==> config.mk <==
export PLATFORM = sky130hd
export DESIGN_NAME = rob_commit_ctrl
export DESIGN_NICKNAME = d
export VERILOG_FILES = /design/src/rtl/lc3b_types.sv /design/src/rtl/commit_redirect.sv /design/src/rtl/rob_commit_ctrl.sv
export SDC_FILE = /design/constraint.sdc
export NUM_CORES = 1
export LEC_CHECK = 0
export ABC_CLOCK_PERIOD_IN_PS = 5200
export CORE_AREA = 2 2 60 91
export DETAILED_ROUTE_END_ITERATION = 6
export DIE_AREA = 0 0 62 93
export HOLD_SLACK_MARGIN = 0.06
export PLACE_DENSITY_LB_ADDON = 0.08
export SKIP_CTS_REPAIR_TIMING = 1
export SLEW_MARGIN = 20
export SYNTH_ARGS = -nofsm -noshare
export SYNTH_HDL_FRONTEND = slang
export SYNTH_HIERARCHICAL = 1
export SYNTH_SLANG_ARGS = --single-unit
==> constraint.sdc <==
create_clock -name clk -period 5.2 [get_ports clk]
set_input_delay 0.52 -clock clk [delete_from_list [all_inputs] [get_ports clk]]
set_output_delay 0.52 -clock clk [all_outputs]
set_load 0.05 [all_outputs]
==> src/rtl/lc3b_types.sv <==
// Shared LC-3b type definitions for the back end.
// Holds the opcode enum, register/word types, the commit FSM state enum
// and the opcode classification helpers that commit and dispatch both use.
package lc3b_types;

  typedef logic [15:0] lc3b_word;
  typedef logic [2:0]  lc3b_reg;

  typedef enum logic [3:0] {
    op_br   = 4'b0000,
    op_add  = 4'b0001,
    op_ldb  = 4'b0010,
    op_stb  = 4'b0011,
    op_jsr  = 4'b0100,
    op_and  = 4'b0101,
    op_ldr  = 4'b0110,
    op_str  = 4'b0111,
    op_rti  = 4'b1000,
    op_not  = 4'b1001,
    op_ldi  = 4'b1010,
    op_sti  = 4'b1011,
    op_jmp  = 4'b1100,
    op_shf  = 4'b1101,
    op_lea  = 4'b1110,
    op_trap = 4'b1111
  } lc3b_opcode;

  typedef enum logic [1:0] {
    CS_RUN        = 2'd0,
    CS_WAIT_STORE = 2'd1,
    CS_FLUSH      = 2'd2
  } commit_state_t;

  // Instructions whose ROB value lands in the register file at retirement.
  function automatic logic is_regwrite(input lc3b_opcode op);
    case (op)
      op_add, op_and, op_not, op_lea, op_ldb,
      op_ldi, op_ldr, op_shf, op_jsr, op_trap: is_regwrite = 1'b1;
      default:                                 is_regwrite = 1'b0;
    endcase
  endfunction

  // Instructions that must be handed to the store queue before popping.
  function automatic logic is_store(input lc3b_opcode op);
    case (op)
      op_stb, op_sti, op_str: is_store = 1'b1;
      default:                is_store = 1'b0;
    endcase
  endfunction

endpackage

==> src/rtl/commit_redirect.sv <==
// Redirect target selection and register for the commit controller.
// Ports:
//   clk, reset_n   - clock, async active-low reset
//   load           - a redirecting instruction pops this cycle
//   is_br          - the popping instruction is a conditional branch
//   head_value     - ROB value; for branches bit0 = taken, [15:1] = target
//   head_pc        - PC of the popping instruction
//   redirect_pc    - registered redirect PC, zero unless a redirect is live
module commit_redirect
  import lc3b_types::*;
#(
  parameter int DATA_WIDTH = 16
) (
  input  logic                  clk,
  input  logic                  reset_n,
  input  logic                  load,
  input  logic                  is_br,
  input  logic [DATA_WIDTH-1:0] head_value,
  input  lc3b_word              head_pc,
  output lc3b_word              redirect_pc
);

  lc3b_word redirect_pc_q, redirect_pc_d;
  lc3b_word target;

  // Taken branches and jumps share the same aligned target; only a
  // not-taken branch falls through (16-bit wrap at 16'hFFFE is intended).
  always_comb begin
    if (is_br && !head_value[0]) target = head_pc + 16'd2;
    else                         target = {head_value[15:1], 1'b0};
    // Cleared when no redirect is being latched, so the output only
    // carries a value during the one flush cycle.
    redirect_pc_d = load ? target : '0;
  end

  always_ff @(posedge clk or negedge reset_n) begin
    if (!reset_n) redirect_pc_q <= '0;
    else          redirect_pc_q <= redirect_pc_d;
  end

  assign redirect_pc = redirect_pc_q;

endmodule

==> src/rtl/rob_commit_ctrl.sv <==
// In-order retirement controller for the reorder buffer.
// Pops completed ROB head entries, writes the regfile, resolves branches
// (BHT update plus one-cycle flush/redirect on mispredict or jump) and
// holds stores at the head until the store queue acknowledges them.
// Ports:
//   clk, reset_n                      - clock, async active-low reset
//   head_*                            - ROB head fields (valid, empty, opcode,
//                                       dest, value, predict, pc, bht index)
//   store_ack                         - store queue performed the head store
//   rob_re                            - pop the ROB head (combinational)
//   reg_we/reg_dest/reg_data          - regfile write port (combinational)
//   bht_update/bht_idx/bht_taken      - branch history update (combinational)
//   store_commit                      - head store request (registered)
//   flush, redirect_valid/redirect_pc - pipeline flush and fetch redirect
//   retired_count                     - number of popped entries, wraps
module rob_commit_ctrl
  import lc3b_types::*;
#(
  parameter int DATA_WIDTH = 16,
  parameter int CNT_WIDTH  = 16
) (
  input  logic                  clk,
  input  logic                  reset_n,
  input  logic                  head_valid,
  input  logic                  head_empty,
  input  lc3b_opcode            head_inst,
  input  lc3b_reg               head_dest,
  input  logic [DATA_WIDTH-1:0] head_value,
  input  logic                  head_predict,
  input  lc3b_word              head_pc,
  input  logic [3:0]            head_bht,
  input  logic                  store_ack,
  output logic                  rob_re,
  output logic                  reg_we,
  output lc3b_reg               reg_dest,
  output logic [DATA_WIDTH-1:0] reg_data,
  output logic                  bht_update,
  output logic [3:0]            bht_idx,
  output logic                  bht_taken,
  output logic                  store_commit,
  output logic                  flush,
  output logic                  redirect_valid,
  output lc3b_word              redirect_pc,
  output logic [CNT_WIDTH-1:0]  retired_count
);

  commit_state_t        state_q, state_d;
  logic [CNT_WIDTH-1:0] count_q, count_d;
  logic                 head_ready;
  logic                 redir_load;

  assign head_ready = !head_empty && head_valid;

  always_comb begin
    state_d    = state_q;
    rob_re     = 1'b0;
    reg_we     = 1'b0;
    reg_dest   = '0;
    reg_data   = '0;
    bht_update = 1'b0;
    bht_idx    = '0;
    bht_taken  = 1'b0;
    redir_load = 1'b0;

    case (state_q)
      CS_RUN: begin
        if (head_ready) begin
          if (is_regwrite(head_inst)) begin
            rob_re   = 1'b1;
            reg_we   = 1'b1;
            reg_dest = head_dest;
            reg_data = head_value;
          end else if (is_store(head_inst)) begin
            // Store stays at the head; it pops only on the ack.
            state_d = CS_WAIT_STORE;
          end else begin
            case (head_inst)
              op_rti: rob_re = 1'b1;
              op_br: begin
                rob_re     = 1'b1;
                bht_update = 1'b1;
                bht_idx    = head_bht;
                bht_taken  = head_value[0];
                if (head_value[0] != head_predict) begin
                  redir_load = 1'b1;
                  state_d    = CS_FLUSH;
                end
              end
              op_jmp: begin
                rob_re     = 1'b1;
                redir_load = 1'b1;
                state_d    = CS_FLUSH;
              end
              default: ;
            endcase
          end
        end
      end

      CS_WAIT_STORE: begin
        // An emptied ROB means the store was squashed; leave without a pop.
        if (head_empty) begin
          state_d = CS_RUN;
        end else if (store_ack) begin
          rob_re  = 1'b1;
          state_d = CS_RUN;
        end
      end

      CS_FLUSH: state_d = CS_RUN;

      default: state_d = CS_RUN;
    endcase

    count_d = count_q + {{(CNT_WIDTH-1){1'b0}}, rob_re};
  end

  always_ff @(posedge clk or negedge reset_n) begin
    if (!reset_n) begin
      state_q <= CS_RUN;
      count_q <= '0;
    end else begin
      state_q <= state_d;
      count_q <= count_d;
    end
  end

  // Registered decodes of the current state.
  assign store_commit   = (state_q == CS_WAIT_STORE);
  assign flush          = (state_q == CS_FLUSH);
  assign redirect_valid = (state_q == CS_FLUSH);
  assign retired_count  = count_q;

  commit_redirect #(
    .DATA_WIDTH (DATA_WIDTH)
  ) u_redirect (
    .clk         (clk),
    .reset_n     (reset_n),
    .load        (redir_load),
    .is_br       (head_inst == op_br),
    .head_value  (head_value),
    .head_pc     (head_pc),
    .redirect_pc (redirect_pc)
  );

endmodule

==> results of run 1 <==
-- where the power goes --
group / switching (mW) / internal [mW]
logic: 0.158 / 0.105
clock network: 0.0960 / 0.142
registers: 0.0250 / 0.285
total: 0.279 / 0.532
-- sequential cells by signal, indices dropped and copies added (netlist names) --
name,cells
u_redirect/redirect_pc,16
state_q,2
retired_count,16
-- synthesized netlist by cell type, types with 4 or more instances --
| cell type | number | area share [%] |
|---|---|---|
| xnor2_1 | 11 | 4.6 |
| nor2_1 | 4 | 0.72 |
| nor3_1 | 7 | 1.7 |
| a21oi_1 | 8 | 1.9 |
| and3_2 | 10 | 3.6 |
| nand4_1 | 9 | 2.7 |
| xor2_1 | 15 | 6.3 |
| ha_1 | 6 | 3.6 |
| o21ai_0 | 11 | 2.6 |
| dfrtp_1 | 34 | 41 |
| nor2b_1 | 5 | 1.5 |
| and4_1 | 5 | 2.1 |
| nand2_1 | 15 | 2.7 |
| clkbuf_1 | 5 | 0.90 |
| nand3_1 | 11 | 2.6 |
| and3_1 | 13 | 3.9 |
-- final cells by class --
class                           count  area (µm²)
Clock buffer                        5        68.8
Multi-Input combinational cell    164        1140
Sequential cell                    34         851
Tap cell                           68        85.1
Fill cell                         413        1680
Timing Repair Buffer              113        1120
Clock inverter                      3        45.0
Inverter                            3        11.3
-- stage by stage --
stage	util [%]	total power, mW	instances	instance area, µm²
2_1_floorplan	-	0.464	212	2080
3_3_place_gp	64.1	0.577	382	3210
3_5_place_dp	64.1	0.579	382	3210
4_1_cts	66.4	0.818	390	3320
5_1_grt	66.4	0.853	390	3320
6_report	66.4	0.811	390	3320
-- path summary, 6_finish.rpt --
check	endpoint	cells past startpoint	startpoint	slack, ps
max	bht_idx[3]	6	head_inst[0]	1820
min	retired_count[15]	1	retired_count[15]	470
max reg2reg	retired_count[12]	7	state_q[0]	2750
min reg2reg	retired_count[15]	1	retired_count[15]	470
max in group asynchronous	u_redirect/redirect_pc[1]	2	reset_n	4280
min in group asynchronous	retired_count[7]	2	reset_n	630
-- cells by family (layout without fill, tap and decap cells) --
| family | after synthesis | in the layout | share of synthesized area, % |
|---|---|---|---|
| and+or+nand+nor | 97 | 97 | 28.5 |
| buffers and inverters | 14 | 124 | 4.57 |
| xor gates and xnor gates | 26 | 26 | 10.9 |
| AOI/OAI and AO/OA | 31 | 31 | 9.32 |
| DFF | 34 | 34 | 40.9 |
| muxes | 4 | 4 | 2.16 |
| adders and majority gates | 6 | 6 | 3.61 |
-- metal layers --
layer | share of wire (%) | wire length [µm] | vias to the layer above | GRT usage, %
li1 | - | - | 989 | -
met1 | 39 | 2090 | 922 | 23.5
met2 | 50 | 2700 | 104 | 32.0
met3 | 8.9 | 483 | 14 | 5.95
met4 | 2.8 | 150 | 0 | 7.80
met5 | 0 | 0 | - | 0
==> metrics.md, run 1 <==
| Metric | Value |
|---|---|
| Status | `complete, no violations` |
| # diodes | `0` |
| Pre-CTS WS | `1830 ps` |
| Full die area | `5770 µm²` |
| WL final | `5430 µm` |
| Routed len/inst | `13.9 µm` |
| Max incr delay on CP | `840 ps` |
| Final min period | `3380 ps` |
| CP max stage cell | `clkdlybuf4s50_1` |
| Vias in the first global route | `1921` |
| Syn Area/Cell | `9.81 µm²` |
| Worst IR Drop VDD | `103 µV` |
| Crit path launch type | `input port` |
| Max clock buf depth | `2` |
| Final setup fails | `0` |
| Net Count, Synth | `267` |
| Syn-to-layout area delta | `59.7%` |
| Die H | `93 µm` |
| Final Net Count | `376` |
| Starting density of the core | `41.6%` |
| Final max-slew violation count | `0` |
| Clock Skews | `4.02 ps` |
| Hold_ws | `471 ps` |
| Crit path DAT | `2860 ps` |
| Seq/Total Area, Yosys | `40.9%` |
| Worst Setup End Kind | `output port` |
| # IOs | `111` |
| Largest net degree at the start of global routing | `35` |
| Final worst setup slack | `1820 ps` |
| Cell mode on critical path | `clkdlybuf4s50_1` |
| CTS tree | `done` |
| Top FF cell, synth | `dfrtp_1` |
| Clk root buf | `clkbuf_8` |
| ANT nets after route | `0` |
| Mapped cell area | `2080 µm²` |
| Vias | `2029` |
| Fraction of layout cells with a size suffix above 1 | `9.01%` |
| Share of flip-flops with an asynchronous set or reset | `100%` |
| Period Utilization, post-route | `65.0%` |
| First-pass GRT wire length | `8560 µm` |
| CORE AREA | `5000 µm²` |
| Leakage power | `1.44 nW` |
| Crit path max-delay family | `buffers and inverters` |
| Worst Path Buf+Inv | `3` |
| Most frequent cells in the layout | `clkdlybuf4s50_1, dfrtp_1, nand2_1, xor2_1, and3_1` |
| DRC | `0` |
| Max cap viols | `0` |
| Port Buf Inserts | `110` |
| Crit Path Category | `in -> out` |
| Rel. slew slack | `36.7%` |
| Hpwl dp | `4400 µm` |
| First-pass detailed-route iteration total | `4` |
| Cts bufs inserted | `5` |
| Die Wd | `62 µm` |
| Post-synthesis cell type count | `41` |
| Power per cell area | `244 nW/µm²` |
| GPL Wtd Cong | `0.862` |
| Worst-Skew Late Latency | `290 ps` |
| CTS sink cnt | `34` |
| Yosys Warn Count | `6` |
| Hold Path Class | `reg -> reg` |
| Flops & latches, synth | `34` |
| DRT iter0 DRCs | `112` |
| Via density | `5.20` |
| Least-Margin Pin Slew | `944 ps` |
| GR Util All Layers | `19.7%` |
| Max Freq | `0.296 GHz` |
| RSZ-0062 raised after global routing | `false` |
| Mapped Cells | `212` |
| CP required | `4680 ps` |
| H-tree levels | `2` |
| EDFF count, synth | `0` |
| Worst path cell trace | `clkdlybuf4s50_1 -> inv_1 -> ha_1 -> mux2_4 -> nor3_1 -> clkdlybuf4s50_1` |
| Setup TNS Final | `0 ps` |
| Antenna violations before repair | `0` |
| GRT overflow | `0` |
| Clock-pin slew on the worst setup and hold paths | `70 ps` |
| Most common cell after layout, fill and taps aside | `clkdlybuf4s50_1` |
| Row cnt | `32` |
| CP Max Fanout | `28` |
| Final Hold Fails | `0` |
Power figures use the tool's default switching activity.
==> run 2, diff against run 1 <==
--- a/config.mk
+++ b/config.mk
@@ -5,10 +5,10 @@
 export SDC_FILE = /design/constraint.sdc
 export NUM_CORES = 1
 export LEC_CHECK = 0
-export ABC_CLOCK_PERIOD_IN_PS = 5200
-export CORE_AREA = 2 2 60 91
+export ABC_CLOCK_PERIOD_IN_PS = 2920
+export CORE_AREA = 2 2 66 99
 export DETAILED_ROUTE_END_ITERATION = 6
-export DIE_AREA = 0 0 62 93
+export DIE_AREA = 0 0 68 101
 export HOLD_SLACK_MARGIN = 0.06
 export PLACE_DENSITY_LB_ADDON = 0.08
 export SKIP_CTS_REPAIR_TIMING = 1
==> constraint.sdc (replaced) <==
create_clock -name clk -period 2.92 [get_ports clk]
set_input_delay 0.292 -clock clk [delete_from_list [all_inputs] [get_ports clk]]
set_output_delay 0.292 -clock clk [all_outputs]
set_load 0.05 [all_outputs]
==> metrics.md, run 2 (same netlist as run 1, synthesis figures left out) <==
| Metric | Value |
|---|---|
| GR Util All Layers | `17.6% (-2.1 points)` |
| Most frequent cells in the layout | `clkdlybuf4s50_1, dfrtp_1, buf_12` |
| Worst Setup End Kind | `output port` |
| Fill cells | `544 (+32%)` |
| CTS sink cnt | `34 (unchanged)` |
| CTS tree | `done` |
| Routed len/inst | `14.3 µm (+2.6%)` |
| Hold Path Class | `in -> async` |
| Antenna violations before repair | `0 (unchanged)` |
| CP max stage cell | `clkdlybuf4s50_1` |
| DRT iter0 DRCs | `59 (-47%)` |
| Row cnt | `35 (+9.4%)` |
| CP required | `2630 ps (-2050 ps)` |
| Final instance area | `3570 µm² (+7.6%)` |
| Period Utilization, post-route | `83.1%` |
| Die H | `101 µm (+8.6%)` |
| Hold_ws | `413 ps (-58.3 ps)` |
| Hpwl dp | `4670 µm (+6.3%)` |
| Vias | `2012 (-0.84%)` |
| Max incr delay on CP | `500 ps (-340 ps)` |
| Reg2reg path depth | `7 (unchanged)` |
| CORE AREA | `6040 µm² (+21%)` |
| Final max-slew violation count | `0 (unchanged)` |
| Fraction of layout cells with a size suffix above 1 | `17.6% (+8.6 points)` |
| GPL Wtd Cong | `0.812 (-5.8%)` |
| DRC | `0 (unchanged)` |
| Worst path cell trace | `clkdlybuf4s50_1 -> inv_1 -> ha_1 -> mux2_4 -> nor3_1 -> buf_12` |
| Crit path launch type | `input port` |
| Placed Area | `3480 µm² (+8.6%)` |
| First-pass detailed-route iteration total | `4 (unchanged)` |
| Max cap viols | `0 (unchanged)` |
| Worst IR Drop VDD | `193 µV (+87%)` |
| Vias in the first global route | `2033 (+5.8%)` |
| Crit Path Category | `in -> out` |
| Max Freq | `0.412 GHz` |
| GRT overflow | `0 (unchanged)` |
| Final setup fails | `0 (unchanged)` |
| RSZ-0062 raised after global routing | `false` |
| Via density | `5.07 (-2.6%)` |
| Worst Path Buf+Inv | `3 (unchanged)` |
| Setup TNS Final | `0 ps (unchanged)` |
| CP Max Fanout | `28 (unchanged)` |
| First-pass GRT wire length | `9340 µm (+9.2%)` |
| Final worst setup slack | `494 ps (-1320 ps)` |
| Port Buf Inserts | `110 (unchanged)` |
| Starting density of the core | `34.4% (-7.1 points)` |
| Pre-CTS WS | `266 ps (-1560 ps)` |
| Least-Margin Pin Slew | `534 ps (-410 ps)` |
| Full die area | `6870 µm² (+19%)` |
| Clock-pin slew on the worst setup and hold paths | `70 ps (about the same)` |
| Syn-to-layout area delta | `71.8%` |
| Crit path max-delay family | `buffers and inverters` |
| Final Hold Fails | `0 (unchanged)` |
| # diodes | `0 (unchanged)` |
| WP depth | `6 (unchanged)` |
| Final Net Count | `377 (+0.27%)` |
| Leakage power | `1.57 nW (+9.1%)` |
| Core Util, Final | `59.2% (-7.2 points)` |
| # IOs | `111 (unchanged)` |
| Largest net degree at the start of global routing | `35 (unchanged)` |
| H-tree levels | `2 (unchanged)` |
| Clk root buf | `clkbuf_8` |
| Final min period | `2430 ps` |
| Max clock buf depth | `2 (unchanged)` |
| Crit path DAT | `2130 ps (-730 ps)` |
| WL final | `5670 µm (+4.5%)` |
| Status | `complete, no violations` |
| Power per cell area | `391 nW/µm² (+60%)` |
| Cts bufs inserted | `5 (unchanged)` |
| ANT nets after route | `0 (unchanged)` |
| Most common cell after layout, fill and taps aside | `clkdlybuf4s50_1` |
| Rel. slew slack | `64.0% (+27 points)` |
| Die Wd | `68 µm (+9.7%)` |
| Worst-Skew Late Latency | `280 ps (about the same)` |
| Clock Skews | `7.30 ps (+3.28 ps)` |
==> run 2: power breakdown <==
part           total, mW  internal [mW]  leakage (nW)  switching (mW)
clock              0.344          0.190        0.0482           0.154
sequential         0.552          0.508         0.466          0.0439
combinational      0.502          0.211          1.05           0.290
==> run 2: layout make-up <==
cell class	instances	area, µm²	area share, %
multi-input cells	164	1140	31.9
clock inverters	1	5.00	0.140
clock buffers	7	86.3	2.42
repair buffers	114	1390	38.9
inverters	3	11.3	0.315
well taps	74	92.6	2.59
flip-flops and latches	34	851	23.8
==> run 2: metal layers <==
metal	GRT usage (%)	wire, µm
met5	0	0
met3	5.03	439
met4	5.08	64
met1	21.2	2360
met2	29.9	2810
==> run 2: through the flow <==
| step | std cells | power [mW] |
|---|---|---|
| final | 397 | 1.40 |
| after detailed placement | 389 | 1.07 |
| after CTS | 397 | 1.41 |
| after global routing | 397 | 1.46 |
| after floorplan | 212 | 0.827 |
| after global placement | 389 | 1.06 |
==> run 2: worst register-to-register path, cell delays in order, from the launching register on <==
cell and delay [ps]:
dfrtp_1 420, or4b_1 550, o21ai_1 200, ha_1 240, ha_1 210, and4_1 320
nand4_1 150, xnor2_1 150
==> run 2: worst paths after layout <==
path	startpoint	end	slack [ps]
worst max-delay path	head_inst[0]	bht_idx[1]	490
worst min-delay path	reset_n	retired_count[7]	410
worst max register to register	state_q[0]	retired_count[14]	570
worst min register to register	retired_count[15]	retired_count[15]	480
max in group asynchronous	reset_n	state_q[1]	2200
min in group clk	retired_count[15]	retired_count[15]	480
